--- src/rtl/heading_detector.sv ---
// heading_detector: tracks the ball's direction of travel on each axis.
// A one-sample history of the ball position is compared with the current
// position each clock. Small moves update a sticky per-axis heading bit.
// Moves larger than MAX_STEP are treated as respawns and leave the heading
// unchanged.
// Optional feature macro: HEADING_FLIP_EN adds the x_flip/y_flip pulse
// outputs, which go high for one cycle after a heading change.
// This block has no handshake: bx/by are sampled on every rising edge and
// xh/yh are always valid.
module heading_detector #(
  parameter int       COORD_W  = 11,
  parameter logic     XH_RST   = 1'b1,
  parameter logic     YH_RST   = 1'b1,
  parameter int       MAX_STEP = 16
) (
  input  logic               clk,
  input  logic               rst,
  input  logic [COORD_W-1:0] bx,
  input  logic [COORD_W-1:0] by,
  output logic               xh,
  output logic               yh
`ifdef HEADING_FLIP_EN
  ,
  output logic               x_flip,
  output logic               y_flip
`endif
);

  // The step limit uses the same width as the differences, so the
  // comparison cannot overflow.
  localparam logic [COORD_W:0] STEP_LIM = (COORD_W+1)'(MAX_STEP);

  logic [COORD_W-1:0] prev_x;
  logic [COORD_W-1:0] prev_y;
  logic               prev_valid;

  logic [COORD_W:0]   dx_up;
  logic [COORD_W:0]   dx_dn;
  logic [COORD_W:0]   dy_up;
  logic [COORD_W:0]   dy_dn;
  logic               xh_next;
  logic               yh_next;

  // The differences are one bit wider than the coordinates, so a move from
  // 0 to the maximum coordinate counts as a large jump and does not wrap.
  always_comb begin
    dx_up = {1'b0, bx} - {1'b0, prev_x};
    dx_dn = {1'b0, prev_x} - {1'b0, bx};
    dy_up = {1'b0, by} - {1'b0, prev_y};
    dy_dn = {1'b0, prev_y} - {1'b0, by};
  end

  // Next heading per axis: hold unless a small, real move is seen.
  always_comb begin
    xh_next = xh;
    yh_next = yh;
    if (prev_valid) begin
      if ((bx > prev_x) && (dx_up <= STEP_LIM)) begin
        xh_next = 1'b1;
      end else if ((bx < prev_x) && (dx_dn <= STEP_LIM)) begin
        xh_next = 1'b0;
      end
      if ((by > prev_y) && (dy_up <= STEP_LIM)) begin
        yh_next = 1'b1;
      end else if ((by < prev_y) && (dy_dn <= STEP_LIM)) begin
        yh_next = 1'b0;
      end
    end
  end

  // Position history and the registered headings.
  always_ff @(posedge clk or negedge rst) begin
    if (!rst) begin
      prev_x     <= '0;
      prev_y     <= '0;
      prev_valid <= 1'b0;
      xh         <= XH_RST;
      yh         <= YH_RST;
    end else begin
      prev_x     <= bx;
      prev_y     <= by;
      prev_valid <= 1'b1;
      xh         <= xh_next;
      yh         <= yh_next;
    end
  end

`ifdef HEADING_FLIP_EN
  // Flip pulses are registered alongside the heading they report on.
  always_ff @(posedge clk or negedge rst) begin
    if (!rst) begin
      x_flip <= 1'b0;
      y_flip <= 1'b0;
    end else begin
      x_flip <= (xh_next != xh);
      y_flip <= (yh_next != yh);
    end
  end
`endif

endmodule

--- config.mk ---
export PLATFORM = sky130hd
export DESIGN_NAME = heading_detector
export DESIGN_NICKNAME = d
export VERILOG_FILES = /design/src/rtl/heading_detector.sv
export SDC_FILE = /design/constraint.sdc
export NUM_CORES = 1
export LEC_CHECK = 0
export ABC_AREA = 0
export BUFFER_PORTS_ARGS = -buffer_cell sky130_fd_sc_hd__buf_2
export CORE_MARGIN = 2
export CORE_UTILIZATION = 61
export CTS_BUF_LIST = sky130_fd_sc_hd__clkbuf_16
export CTS_CLUSTER_DIAMETER = 60
export DETAILED_ROUTE_END_ITERATION = 10
export PLACE_DENSITY_LB_ADDON = 0.15
export SLEW_MARGIN = 15
export SYNTH_ARGS = -nofsm -noshare
export SYNTH_HDL_FRONTEND = slang
export SYNTH_SLANG_ARGS = --single-unit
--- constraint.sdc ---
create_clock -name clk -period 3.05 [get_ports clk]
set_input_delay 0.1525 -clock clk [delete_from_list [all_inputs] [get_ports clk]]
set_output_delay 0.1525 -clock clk [all_outputs]
set_load 0.03 [all_outputs]
== Word-level counts from Yosys, hierarchy flattened ==
Index checks and enable logic that the tools add are counted.

* Flip-flop bits (word level): 25
* Input bits: 24
* Output and inout port bits: 2
* Word-level logic and storage cells: 29

* $add $sub $neg: 4
* Magnitude comparators: 8
* Muxes and demuxes: 4
* Reduce and logical (&&, ||, !) cells: 8

{| class="wikitable"
|+ Operators with widths
! operator !! number
|-
| 12-bit by 5-bit less-or-equal comparator with 1-bit output, second input constant || 4
|-
| 11-bit by 11-bit subtractor with 12-bit output || 4
|-
| 11-bit greater-than comparator || 2
|-
| 11-bit less-than comparator || 2
|-
| 1-bit logical AND || 4
|-
| 1-bit two-way mux || 4
|-
| 2-bit AND reduction || 2
|-
| 2-bit nonzero test || 2
|}

== Longest topological paths before layout ==
Gate-level depths: netlist of the first run.

* Depth after elaboration: 5
* Depth in mapped cells: 10
* Depth with buffers taken out: 10

== Worst setup path before layout of the first run ==
No wires, ideal clock.

* Path type: register to register
* Start: register prev_y[5]
* End: register yh
* Library setup time: 91 ps
* Arrival time: 2322 ps
* Required time: 2959 ps
* Slack: 637 ps
* Stages on the path, launching flop included: 9
* Path buffers: 1
* Period minus slack after synthesis: 2413 ps
* Path through: dfrtp_1 ha_1 clkbuf_1 nand3_1 a21oi_1 mux2_2 or4_1 o41ai_2 o41ai_1

* Longest elaborated chain between the ends: 5
* Elaborated cells between the ends (all ways): 11
* Classes of those cells: 2 x add/sub; 4 x order compare; 1 x mux; 4 x reduce/logical

{| class="wikitable"
|+ Ends and longest elaborated chain
! element !! line !! RTL
|-
| from (decl) || 34 || <nowiki>logic [COORD_W-1:0] prev_y;</nowiki>
|-
| from (signal assigned) || 81 || <nowiki>prev_y <= by;</nowiki>
|-
| 11-bit by 11-bit subtractor with 12-bit output, on equally long branches || 49, 50 ||
|-
| 12-bit by 5-bit less-or-equal comparator with 1-bit output, on equally long branches || 63, 65 ||
|-
| 1-bit logical AND, on equally long branches || 63, 65 ||
|-
| 2-bit nonzero test (no source line) || - ||
|-
| 2-bit AND reduction (no source line) || - ||
|-
| to (signal assigned) || 84 || <nowiki>yh <= yh_next;</nowiki>
|-
| to (decl) || 21 || <nowiki>output logic yh</nowiki>
|}

Several ways; a longest one is shown, not always the timed one.
A chain may end at the register's enable or synchronous reset.

== Final worst setup path of the first run ==
* Start: register prev_y[6]
* End: register yh

Same word-level chain as after synthesis.

==> results of run 1 <==
[worst max path at each step]
stage	cells past startpoint	from	end	slack (ns)
2_1_floorplan	8	prev_y[5]$_DFF_PN0_	yh$_DFFE_PN1P_	0.64
3_3_place_gp	7	prev_y[6]$_DFF_PN0_	yh$_DFFE_PN1P_	0.51
3_5_place_dp	7	prev_y[6]$_DFF_PN0_	yh$_DFFE_PN1P_	0.46
4_1_cts	8	prev_y[3]$_DFF_PN0_	yh$_DFFE_PN1P_	0.45
5_1_grt	8	prev_x[1]$_DFF_PN0_	xh$_DFFE_PN1P_	0.28
6_report	7	prev_y[6]$_DFF_PN0_	yh$_DFFE_PN1P_	0.41
[flip-flops by register name, summed over array words and instances, names as in the netlist]
| signal | flops |
|---|---|
| prev_x | 11 |
| prev_valid | 1 |
| xh | 1 |
| prev_y | 11 |
| yh | 1 |
[layer usage]
layer | part of all wire | vias to the layer above | global-route usage
met3 | 0.035 | 12 | 0.0207
met5 | 0 | - | 0
met4 | 0.017 | 0 | 0.0597
met2 | 0.49 | 67 | 0.421
li1 | - | 1315 | -
met1 | 0.45 | 1211 | 0.319
[power breakdown]
| part | total (W) | switching [W] | internal (W) | leakage (nW) |
|---|---|---|---|---|
| combinational | 0.000459 | 0.000273 | 0.000186 | 1.22 |
| sequential | 0.000364 | 0.0000117 | 0.000352 | 0.289 |
| clock | 0.000299 | 0.000122 | 0.000177 | 0.0409 |
[worst max-delay path: stages, from the launching register on]
cell and delay [ns]:
dfrtp_1 0.38, ha_1 0.50, nand3_1 0.23, a21oi_1 0.21, mux2_2 0.35, or4_1 0.42
o41ai_2 0.35, o41ai_1 0.12
[cells by family (layout without fill, tap and decap cells)]
group / count (synthesis) / after routing
XOR/XNOR: 12 / 12
flip-flops: 25 / 25
multiplexers: 5 / 5
AO/OA/AOI/OAI: 107 / 107
adder cells (fa/ha/maj): 46 / 46
other: 1 / 1
AND/OR/NAND/NOR: 98 / 98
buffers and inverters: 69 / 83
[placed cells by master (no fill, tap or decap), types with 7 or more instances in the layout]
master   netlist  routed
nand2_1       22      22
xor2_1         7       7
buf_2          7      25
inv_1         53      53
dfrtp_1       23      23
o21ai_0       12      12
ha_1          44      44
nor2_1        23      23
a21oi_1       35      35
nand3_1        9       9
[final cells by class]
class | instances | area (µm²)
fillers | 407 | 1540
well taps | 54 | 67.6
clock buffers | 3 | 75.1
inverters | 53 | 199
repair buffers | 26 | 135
clock inverters | 1 | 5.00
multi-input cells | 269 | 1980
flip-flops and latches | 25 | 628
[timing repair]
action / CTS / global route
gates resized for setup: 0 / 0
hold buffers: 1 / 0
endpoints found under the hold margin: 23 / 0
[stage by stage]
step           setup slack (ns)   util  hold slack [ns]
6_report                  0.410  0.668           0.0195
5_1_grt                   0.275  0.668           0.0178
4_1_cts                   0.446  0.668           0.0153
3_5_place_dp              0.459  0.648            0.210
3_3_place_gp              0.515  0.648            0.200
2_1_floorplan             0.637      -           -0.143
==> impl_metrics.csv, run 1 <==
group,metric,value,unit
cts,clock_sinks,25,
finish,antenna_cells,0,
timing,rsz0062_at_grt,"no",
synth,netlist_area,2890,µm²
global_routing,antenna_found_initial,0,
floorplan,dieHeight,72.8,µm
power_and_ir_drop,ir_drop,0.217,mV
drt,ant_nets,0,
status,outcome,"complete, no violations",
drt,first_pass_iters,4,
cts,htreeDepth,1,
worst_setup_path,reg2reg_from,"prev_y[6]$_DFF_PN0_",
synth,yosys.area_share.adder,0.205,
timing,fin_skew,0.00316,ns
floorplan,initial_core_util,0.623,
finish,stdcell_area,3090,µm²
synth,synthFlopType,"dfrtp_1",
synth,yosys.area.top_type,"dfrtp_1",
drt,vias,2605,
synth,syn_inst,363,
timing,layout_min_cycle_time,2.64,ns
placement,port_buffers,25,
synth,synth_area_leaders,"dfrtp_1, ha_1, inv_1, a21oi_1, nor2_1",
worst_setup_path,criticalPathCategory,"register to register",
worst_setup_path,end_kind,"register",
global_routing,grt_pass1_vias,2372,
global_routing,grt_max_degree,26,
synth,yosysUniqueCellTypes,57,
worst_setup_path,r2r_setup_slack,0.41,ns
cts,clk_pin_slew_worst_paths,0.07,ns
power_and_ir_drop,total_leakage_power,1.55,nW
timing,relSlewSlack,0.583,
floorplan,dieArea,5300,µm²
floorplan,rows,25,
finish,drive_above_1_share,0.106,
synth,synth-simple-area-share,0.176,
synth,synth_seq_cells,25,
synth,synth_edf_count,0,
worst_hold_path,hold_class,"input port to register",
worst_setup_path,reg2reg_depth,7,
synth,yosysSeqAreaShare,0.218,
cts,clockBufferDepth,2,
global_routing,grt_use_total,0.240,
timing,setup_tns,0,ns
synth,yosysMostFrequentCell,"inv_1",
synth,synth_top_family_by_area,"compound AO/OA/AOI/OAI gates",
timing,setup-violations-final,0,
run,maxCapViolCount,0,
synth,yosys.area_share.xor_xnor,0.0364,
drt,wl,6080,µm
cts,post_cts_buffers,0,
placement,dp_cells,426,
finish,nets,448,
worst_hold_path,min_to,"prev_y[1]$_DFF_PN0_",
floorplan,die-width,72.8,µm
timing,final-max-slew-violation-count,0,
cts,tritoncts,"built",
global_routing,grt-ovfl-total,0,
finish,area_delta_synth_final,7.16,%
floorplan,core_area,4630,µm²
worst_setup_path,worstPathRequired,3.23,ns
drt,routedWlPerCell,14.1,µm
worst_setup_path,crit_path_start_kind,"register",
timing,final-hold-violation-count,0,
synth,synth_compound_area_frac,0.251,
drt,avgViaCountPerCell,6.04,
synth,syn-num-nets,433,
worst_setup_path,r2r_end,"yh$_DFFE_PN1P_",
finish,fin_cells,431,
power_and_ir_drop,p_total,0.00112,W
timing,min_period_over_period,0.865,
synth,avgSynthCellArea,7.95,µm²
placement,place.gp.congestion,0.881,
synth,muxShareOfSynthArea,0.0178,
timing,fmax,379,MHz
synth,yosysWarnings,0,
timing,tightest_slew,0.626,ns
worst_hold_path,hold_depth,1,
synth,synth_top_area_frac,0.199,
synth,synthArstFlopShare,1.00,
worst_hold_path,hold_path_startpoint,"by[1]",
cts,root_buffer,"clkbuf_16",
placement,post_dp_cell_area,3000,µm²
drt,drt_iter0_drc,180,
cts,cts_made_buffers,3,
drt,drc,0,
worst_setup_path,critPathMaxFanout,12,
cts,clock_latency,0.26,ns
floorplan,io_pins,26,
power_and_ir_drop,p_per_area,363,nW/µm²
placement,hpwl,4730,µm
global_routing,grt_first_pass_wirelength,10300,µm
synth,synth.top_cells.by_count,"inv_1, ha_1, a21oi_1, dfrtp_1, nor2_1",
worst_setup_path,arrival,2.82,ns
Note: power is estimated with default switching activity, not from simulation.
==> run 2, diff against run 1 <==
--- a/config.mk
+++ b/config.mk
@@ -8,7 +8,7 @@
 export ABC_AREA = 0
 export BUFFER_PORTS_ARGS = -buffer_cell sky130_fd_sc_hd__buf_2
 export CORE_MARGIN = 2
-export CORE_UTILIZATION = 61
+export CORE_UTILIZATION = 64
 export CTS_BUF_LIST = sky130_fd_sc_hd__clkbuf_16
 export CTS_CLUSTER_DIAMETER = 60
 export DETAILED_ROUTE_END_ITERATION = 10
==> constraint.sdc (replaced) <==
create_clock -name clk -period 3.41 [get_ports clk]
set_input_delay 0.1705 -clock clk [delete_from_list [all_inputs] [get_ports clk]]
set_output_delay 0.1705 -clock clk [all_outputs]
set_load 0.03 [all_outputs]
==> impl_metrics.csv, run 2 (synthesis results as in run 1) <==
group,metric,value,unit
global_routing,grt_first_pass_wirelength,10700,µm
placement,port_buffers,25,
cts,post_cts_buffers,0,
finish,reg.largest.list,"prev_x x11, prev_y x11",
timing,min_period_over_period,0.764,
drt,drt_iter0_drc,166,
status,outcome,"complete, no violations",
worst_setup_path,r2r_end,"yh$_DFFE_PN1P_",
drt,drc,0,
drt,routedWlPerCell,14.4,µm
timing,final-max-slew-violation-count,0,
worst_setup_path,worstPathRequired,3.59,ns
floorplan,dieHeight,71.1,µm
finish,antenna_cells,0,
drt,wl,6170,µm
finish,area_delta_synth_final,7.03,%
timing,tightest_slew,0.608,ns
timing,setup-violations-final,0,
worst_setup_path,reg2reg_from,"prev_y[6]$_DFF_PN0_",
run,maxCapViolCount,0,
timing,worst_slack,0.803,ns
power_and_ir_drop,ir_drop,0.191,mV
global_routing,use_met1,0.316,
global_routing,met2_usage,0.447,
cts,clockBufferDepth,2,
cts,root_buffer,"clkbuf_16",
placement,place.gp.congestion,0.934,
global_routing,grt_use_total,0.256,
placement,hpwl,4810,µm
worst_setup_path,crit_path_start_kind,"register",
floorplan,core_area,4350,µm²
drt,ant_nets,0,
global_routing,antenna_found_initial,0,
floorplan,rows,24,
timing,setup_tns,0,ns
timing,fin_skew,0.00383,ns
timing,final-hold-violation-count,0,
global_routing,grt_pass1_vias,2584,
timing,relSlewSlack,0.595,
worst_setup_path,end_kind,"register",
cts,clock_latency,0.27,ns
drt,avgViaCountPerCell,6.20,
cts,clock_sinks,25,
placement,dp_cells,424,
finish,nets,448,
worst_hold_path,hold_path_startpoint,"by[4]",
worst_setup_path,r2r_setup_slack,0.80,ns
global_routing,grt_max_degree,26,
floorplan,initial_core_util,0.663,
timing,layout_min_cycle_time,2.61,ns
finish,fin_cells,429,
floorplan,dieArea,5060,µm²
cts,clk_pin_slew_worst_paths,0.07,ns
placement,pre_cts_ws,0.846,ns
worst_hold_path,hold_depth,1,
finish,mostFrequentLayoutCells,"inv_1, ha_1, a21oi_1, buf_2",
timing,fmax,384,MHz
drt,vias,2659,
finish,drive_above_1_share,0.103,
worst_setup_path,critPathMaxFanout,12,
cts,cts_made_buffers,3,
power_and_ir_drop,total_leakage_power,1.55,nW
finish,layout_commonest_cell,"inv_1",
power_and_ir_drop,p_per_area,325,nW/µm²
floorplan,die-width,71.1,µm
timing,rsz0062_at_grt,"no",
global_routing,grt_use_met3,0.0328,
worst_setup_path,arrival,2.79,ns
cts,htreeDepth,1,
global_routing,grt-busiest-layer,"met2",
cts,tritoncts,"built",
drt,first_pass_iters,5,
global_routing,grt-ovfl-total,0,
worst_setup_path,criticalPathCategory,"register to register",
worst_hold_path,hold_class,"input port to register",
worst_hold_path,min_to,"prev_y[4]$_DFF_PN0_",
floorplan,io_pins,26,
worst_setup_path,reg2reg_depth,7,
[run 2: changes by cell type in the layout (fill, tap and decap cells not counted), sizes merged]
cell and delta:
clkinv -1, inv +1
[run 2: worst max path at each step]
stage / start / to / slack (ns)
after floorplan: prev_y[5]$_DFF_PN0_ / yh$_DFFE_PN1P_ / 1.0
after global placement: prev_y[6]$_DFF_PN0_ / yh$_DFFE_PN1P_ / 0.89
after detailed placement: prev_y[6]$_DFF_PN0_ / yh$_DFFE_PN1P_ / 0.85
after CTS: prev_y[6]$_DFF_PN0_ / yh$_DFFE_PN1P_ / 0.82
after global routing: prev_y[6]$_DFF_PN0_ / yh$_DFFE_PN1P_ / 0.62
final: prev_y[6]$_DFF_PN0_ / yh$_DFFE_PN1P_ / 0.80
[run 2: timing repair]
item / CTS / global route
endpoints found under the hold margin: 23 / 0
resized for setup: 0 / 0
hold buffers: 1 / 0
[run 2: per-layer routing]
metal	wire, µm	up-vias
met4	157	0
met1	2630	1249
li1	-	1316
met2	3120	77
met5	0	-
met3	257	17
[run 2: metrics by stage]
stage	hold slack [ns]	utilization	cell area, µm²	total power, W
after floorplan	-0.125	-	2890	0.000643
after global placement	0.215	0.689	3000	0.000727
after detailed placement	0.215	0.689	3000	0.000734
after CTS	0.0342	0.709	3090	0.00100
after global routing	0.0364	0.709	3090	0.00107
final	0.0323	0.709	3090	0.00100
[run 2: area by class of cell]
class	instances	area [µm²]
multi-input combinational	269	1980
fill	370	1270
sequential	25	628
inverter	53	199
timing repair buffer	26	135
clock buffer	3	75.1
tap	52	65.1
clock inverter	1	3.75
[run 2: critical path, cell delays in order, from the launching register on]
cell     delay (ns)
dfrtp_1        0.39
ha_1           0.51
nand3_1        0.23
a21oi_1        0.19
mux2_2         0.34
or4_1          0.42
o41ai_2        0.33
o41ai_1        0.12
[run 2: power breakdown]
group          internal (W)  switching [W]
sequential         0.000315      0.0000106
clock              0.000157       0.000111
combinational      0.000167       0.000243
total              0.000639       0.000365
==> run 3, diff against run 2 <==
--- a/config.mk
+++ b/config.mk
@@ -5,10 +5,10 @@
 export SDC_FILE = /design/constraint.sdc
 export NUM_CORES = 1
 export LEC_CHECK = 0
-export ABC_AREA = 0
+export ABC_AREA = 1
 export BUFFER_PORTS_ARGS = -buffer_cell sky130_fd_sc_hd__buf_2
 export CORE_MARGIN = 2
-export CORE_UTILIZATION = 64
+export CORE_UTILIZATION = 56
 export CTS_BUF_LIST = sky130_fd_sc_hd__clkbuf_16
 export CTS_CLUSTER_DIAMETER = 60
 export DETAILED_ROUTE_END_ITERATION = 10
==> constraint.sdc (replaced) <==
create_clock -name clk -period 2.1 [get_ports clk]
set_input_delay 0.105 -clock clk [delete_from_list [all_inputs] [get_ports clk]]
set_output_delay 0.105 -clock clk [all_outputs]
set_load 0.03 [all_outputs]
==> impl_metrics.csv, run 3 <==
group,metric,value,unit
status,outcome,"complete, no violations",
timing,final-hold-violation-count,0,
cts,clk_pin_slew_worst_paths,0.07,ns
timing,setup-violations-final,0,
finish,area_delta_synth_final,22.8,%
drt,avgViaCountPerCell,5.18,
finish,regArea,628,µm²
power_and_ir_drop,total_leakage_power,2.34,nW
synth,synth.top_cells.by_count,"nand2_1, inv_1, nand3_1, ha_1, nor2_1",
worst_setup_path,path_depth,16,
finish,reg.largest.list,"prev_x x11, prev_y x11",
drt,first_pass_iters,7,
worst_setup_path,critPathMaxFanout,6,
cts,clock_sinks,25,
worst_setup_path,end_kind,"register",
synth,muxShareOfSynthArea,0,
synth,netlist_area,3240,µm²
synth,synth_top_family_by_area,"simple AND/OR/NAND/NOR gates",
drt,vias,3463,
worst_setup_path,arrival,2.19,ns
drt,drc,0,
drt,drt_iter0_drc,145,
synth,syn-num-nets,615,
finish,multiInputGateArea,2360,µm²
timing,relSlewSlack,0.572,
synth,yosysUniqueCellTypes,27,
finish,nets,667,
timing,fin_skew,0.00937,ns
global_routing,grt_use_total,0.269,
worst_setup_path,r2r_setup_slack,0.21,ns
finish,fillers,476,
floorplan,dieArea,6410,µm²
timing,layout_min_cycle_time,1.97,ns
worst_setup_path,worst-path-buf-inv,5,
synth,synth_seq_cells,25,
synth,yosysMostFrequentCell,"nand2_1",
finish,mostFrequentLayoutCells,"nand2_1, inv_1, nand3_1, nor2_1, ha_1",
floorplan,initial_core_util,0.585,
cts,root_buffer,"clkbuf_16",
drt,routedWlPerCell,13.1,µm
worst_setup_path,crit_path_max_incr_delay,0.53,ns
worst_setup_path,crit_end,"xh$_DFFE_PN1P_",
global_routing,grt_pass1_vias,3335,
worst_hold_path,hold_class,"input port to asynchronous set/reset pin",
global_routing,grt_first_pass_wirelength,13700,µm
timing,setup_tns,0,ns
synth,synth_compound_area_frac,0.0810,
synth,synth_edf_count,0,
floorplan,rows,27,
floorplan,io_pins,26,
timing,final-max-slew-violation-count,0,
floorplan,die-width,80.1,µm
power_and_ir_drop,p_per_area,468,nW/µm²
floorplan,dieHeight,80.1,µm
placement,hpwl,6570,µm
synth,yosys.area.top_type,"nand2_1",
worst_setup_path,r2r_end,"xh$_DFFE_PN1P_",
synth,synthArstFlopShare,1.00,
timing,min_period_over_period,0.939,
synth,synth-simple-area-share,0.383,
global_routing,grt-ovfl-total,0,
timing,holdWs,0.391,ns
timing,tightest_slew,0.642,ns
synth,syn_inst,545,
finish,layout_commonest_cell,"nand2_1",
worst_setup_path,crit_path_start_kind,"input port",
cts,clockBufferDepth,2,
worst_setup_path,critical-path-top-delay-family,"buffers and inverters",
worst_setup_path,crit_chain,"dlygate4sd3_1 > buf_2 > inv_1 > ha_4 > clkbuf_2 > a21oi_2 > nand2_2 > nand2_1 > nand2_1 > nand2_1 > nand2_1 > nand2_1 > inv_1 > nor2_1 > nand3_1 > nand2_1",
synth,synth_top_area_frac,0.219,
drt,ant_nets,0,
worst_setup_path,setup.worst_path.start,"bx[2]",
global_routing,grt_max_degree,26,
synth,yosysWarnings,0,
finish,antenna_cells,0,
cts,htreeDepth,1,
placement,dp_cells,638,
global_routing,antenna_found_initial,0,
timing,fmax,507,MHz
worst_setup_path,cp_common_cell,"nand2_1",
worst_setup_path,slowest_stage,"dlygate4sd3_1",
synth,synth_area_leaders,"nand2_1, dfrtp_1, ha_1, inv_1, nand3_1",
cts,tritoncts,"built",
power_and_ir_drop,ir_drop,0.320,mV
cts,cts_made_buffers,3,
synth,synthFlopType,"dfrtp_1",
drt,wl,8760,µm
synth,yosysSeqAreaShare,0.194,
finish,drive_above_1_share,0.133,
worst_setup_path,reg2reg_depth,11,
cts,clock_latency,0.27,ns
synth,avgSynthCellArea,5.95,µm²
placement,port_buffers,25,
floorplan,core_area,5540,µm²
worst_setup_path,criticalPathCategory,"input port to register",
worst_setup_path,worstPathRequired,2.31,ns
run,maxCapViolCount,0,
placement,place.gp.congestion,0.937,
worst_setup_path,reg2reg_from,"prev_x[6]$_DFF_PN0_",
synth,yosys.area_share.adder,0.182,
synth,yosys.area_share.xor_xnor,0.0108,
finish,fin_cells,668,
==> run 3: changes by cell type after synthesis, sizes merged, moves of 7 or more <==
cell    previous run  this run
nor2              23        45
a21oi             35        25
nand2             22       193
nand3              9        55
clkbuf             7         0
inv               53       119
==> run 3: where the power goes <==
group | leakage [nW] | internal [W] | switching, W
Sequential | 0.289 | 0.000513 | 0.0000244
Combinational | 2.01 | 0.000345 | 0.000541
Clock | 0.0423 | 0.000255 | 0.000185
==> run 3: cell families (layout without fill, tap and decap cells) <==
group / Yosys count / after routing
AND/OR/NAND/NOR: 301 / 301
other: 1 / 1
AO/OA/AOI/OAI: 44 / 44
buffers and inverters: 124 / 175
adder cells (fa/ha/maj): 46 / 46
flip-flops: 25 / 25
XOR/XNOR: 4 / 4
==> run 3: what timing repair did <==
item,4_1_cts,5_1_grt
hold endpoints to repair,44,1
setup buffers,0,3
endpoints found under the setup margin,0,2
resized for setup,0,47
hold buffers,22,1
==> run 3: cell type report <==
cell class	instances	share of cell area
multi-input cells	396	0.592
repair buffers	52	0.0961
well taps	72	0.0226
flip-flops and latches	25	0.158
clock inverters	1	0.000943
inverters	119	0.112
clock buffers	3	0.0189
==> run 3: metrics by stage <==
step | power (W) | utilization | cell area [µm²] | setup slack, ns
after CTS | 0.00177 | 0.673 | 3730 | 0.0537
after global routing | 0.00200 | 0.719 | 3980 | -0.0250
after floorplan | 0.00110 | - | 3240 | 0.338
after global placement | 0.00128 | 0.619 | 3430 | 0.163
after detailed placement | 0.00129 | 0.619 | 3430 | 0.127
final | 0.00186 | 0.719 | 3980 | 0.129
==> run 3: per-layer routing <==
metal / GRT usage / share of wire / vias up
met5: 0 / 0 / -
met4: 0.119 / 0.037 / 0
met3: 0.0281 / 0.034 / 30
met2: 0.521 / 0.53 / 88
met1: 0.290 / 0.40 / 1582
li1: - / - / 1763
==> run 3: how the worst min path moves through the flow <==
stage / to / slack (ns)
global placement: prev_y[0]$_DFF_PN0_ / 0.16
detailed placement: prev_y[0]$_DFF_PN0_ / 0.17
global route: prev_y[9]$_DFF_PN0_ / 0.47
finish: prev_y[10]$_DFF_PN0_ / 0.39
floorplan: prev_valid$_DFF_PN0_ / -0.19
CTS: prev_x[6]$_DFF_PN0_ / 0.0002
==> run 3: worst reg2reg max path, stage by stage (launching register included) <==
cell and delay [ns]:
dfrtp_1 0.39, ha_1 0.43, nand2_1 0.15, nor2_1 0.19, nand2_1 0.09, inv_1 0.06, nand2_1 0.07, nand3_1 0.08
nand4_1 0.10, nor2_1 0.12, nand3_1 0.09, nand2_1 0.07
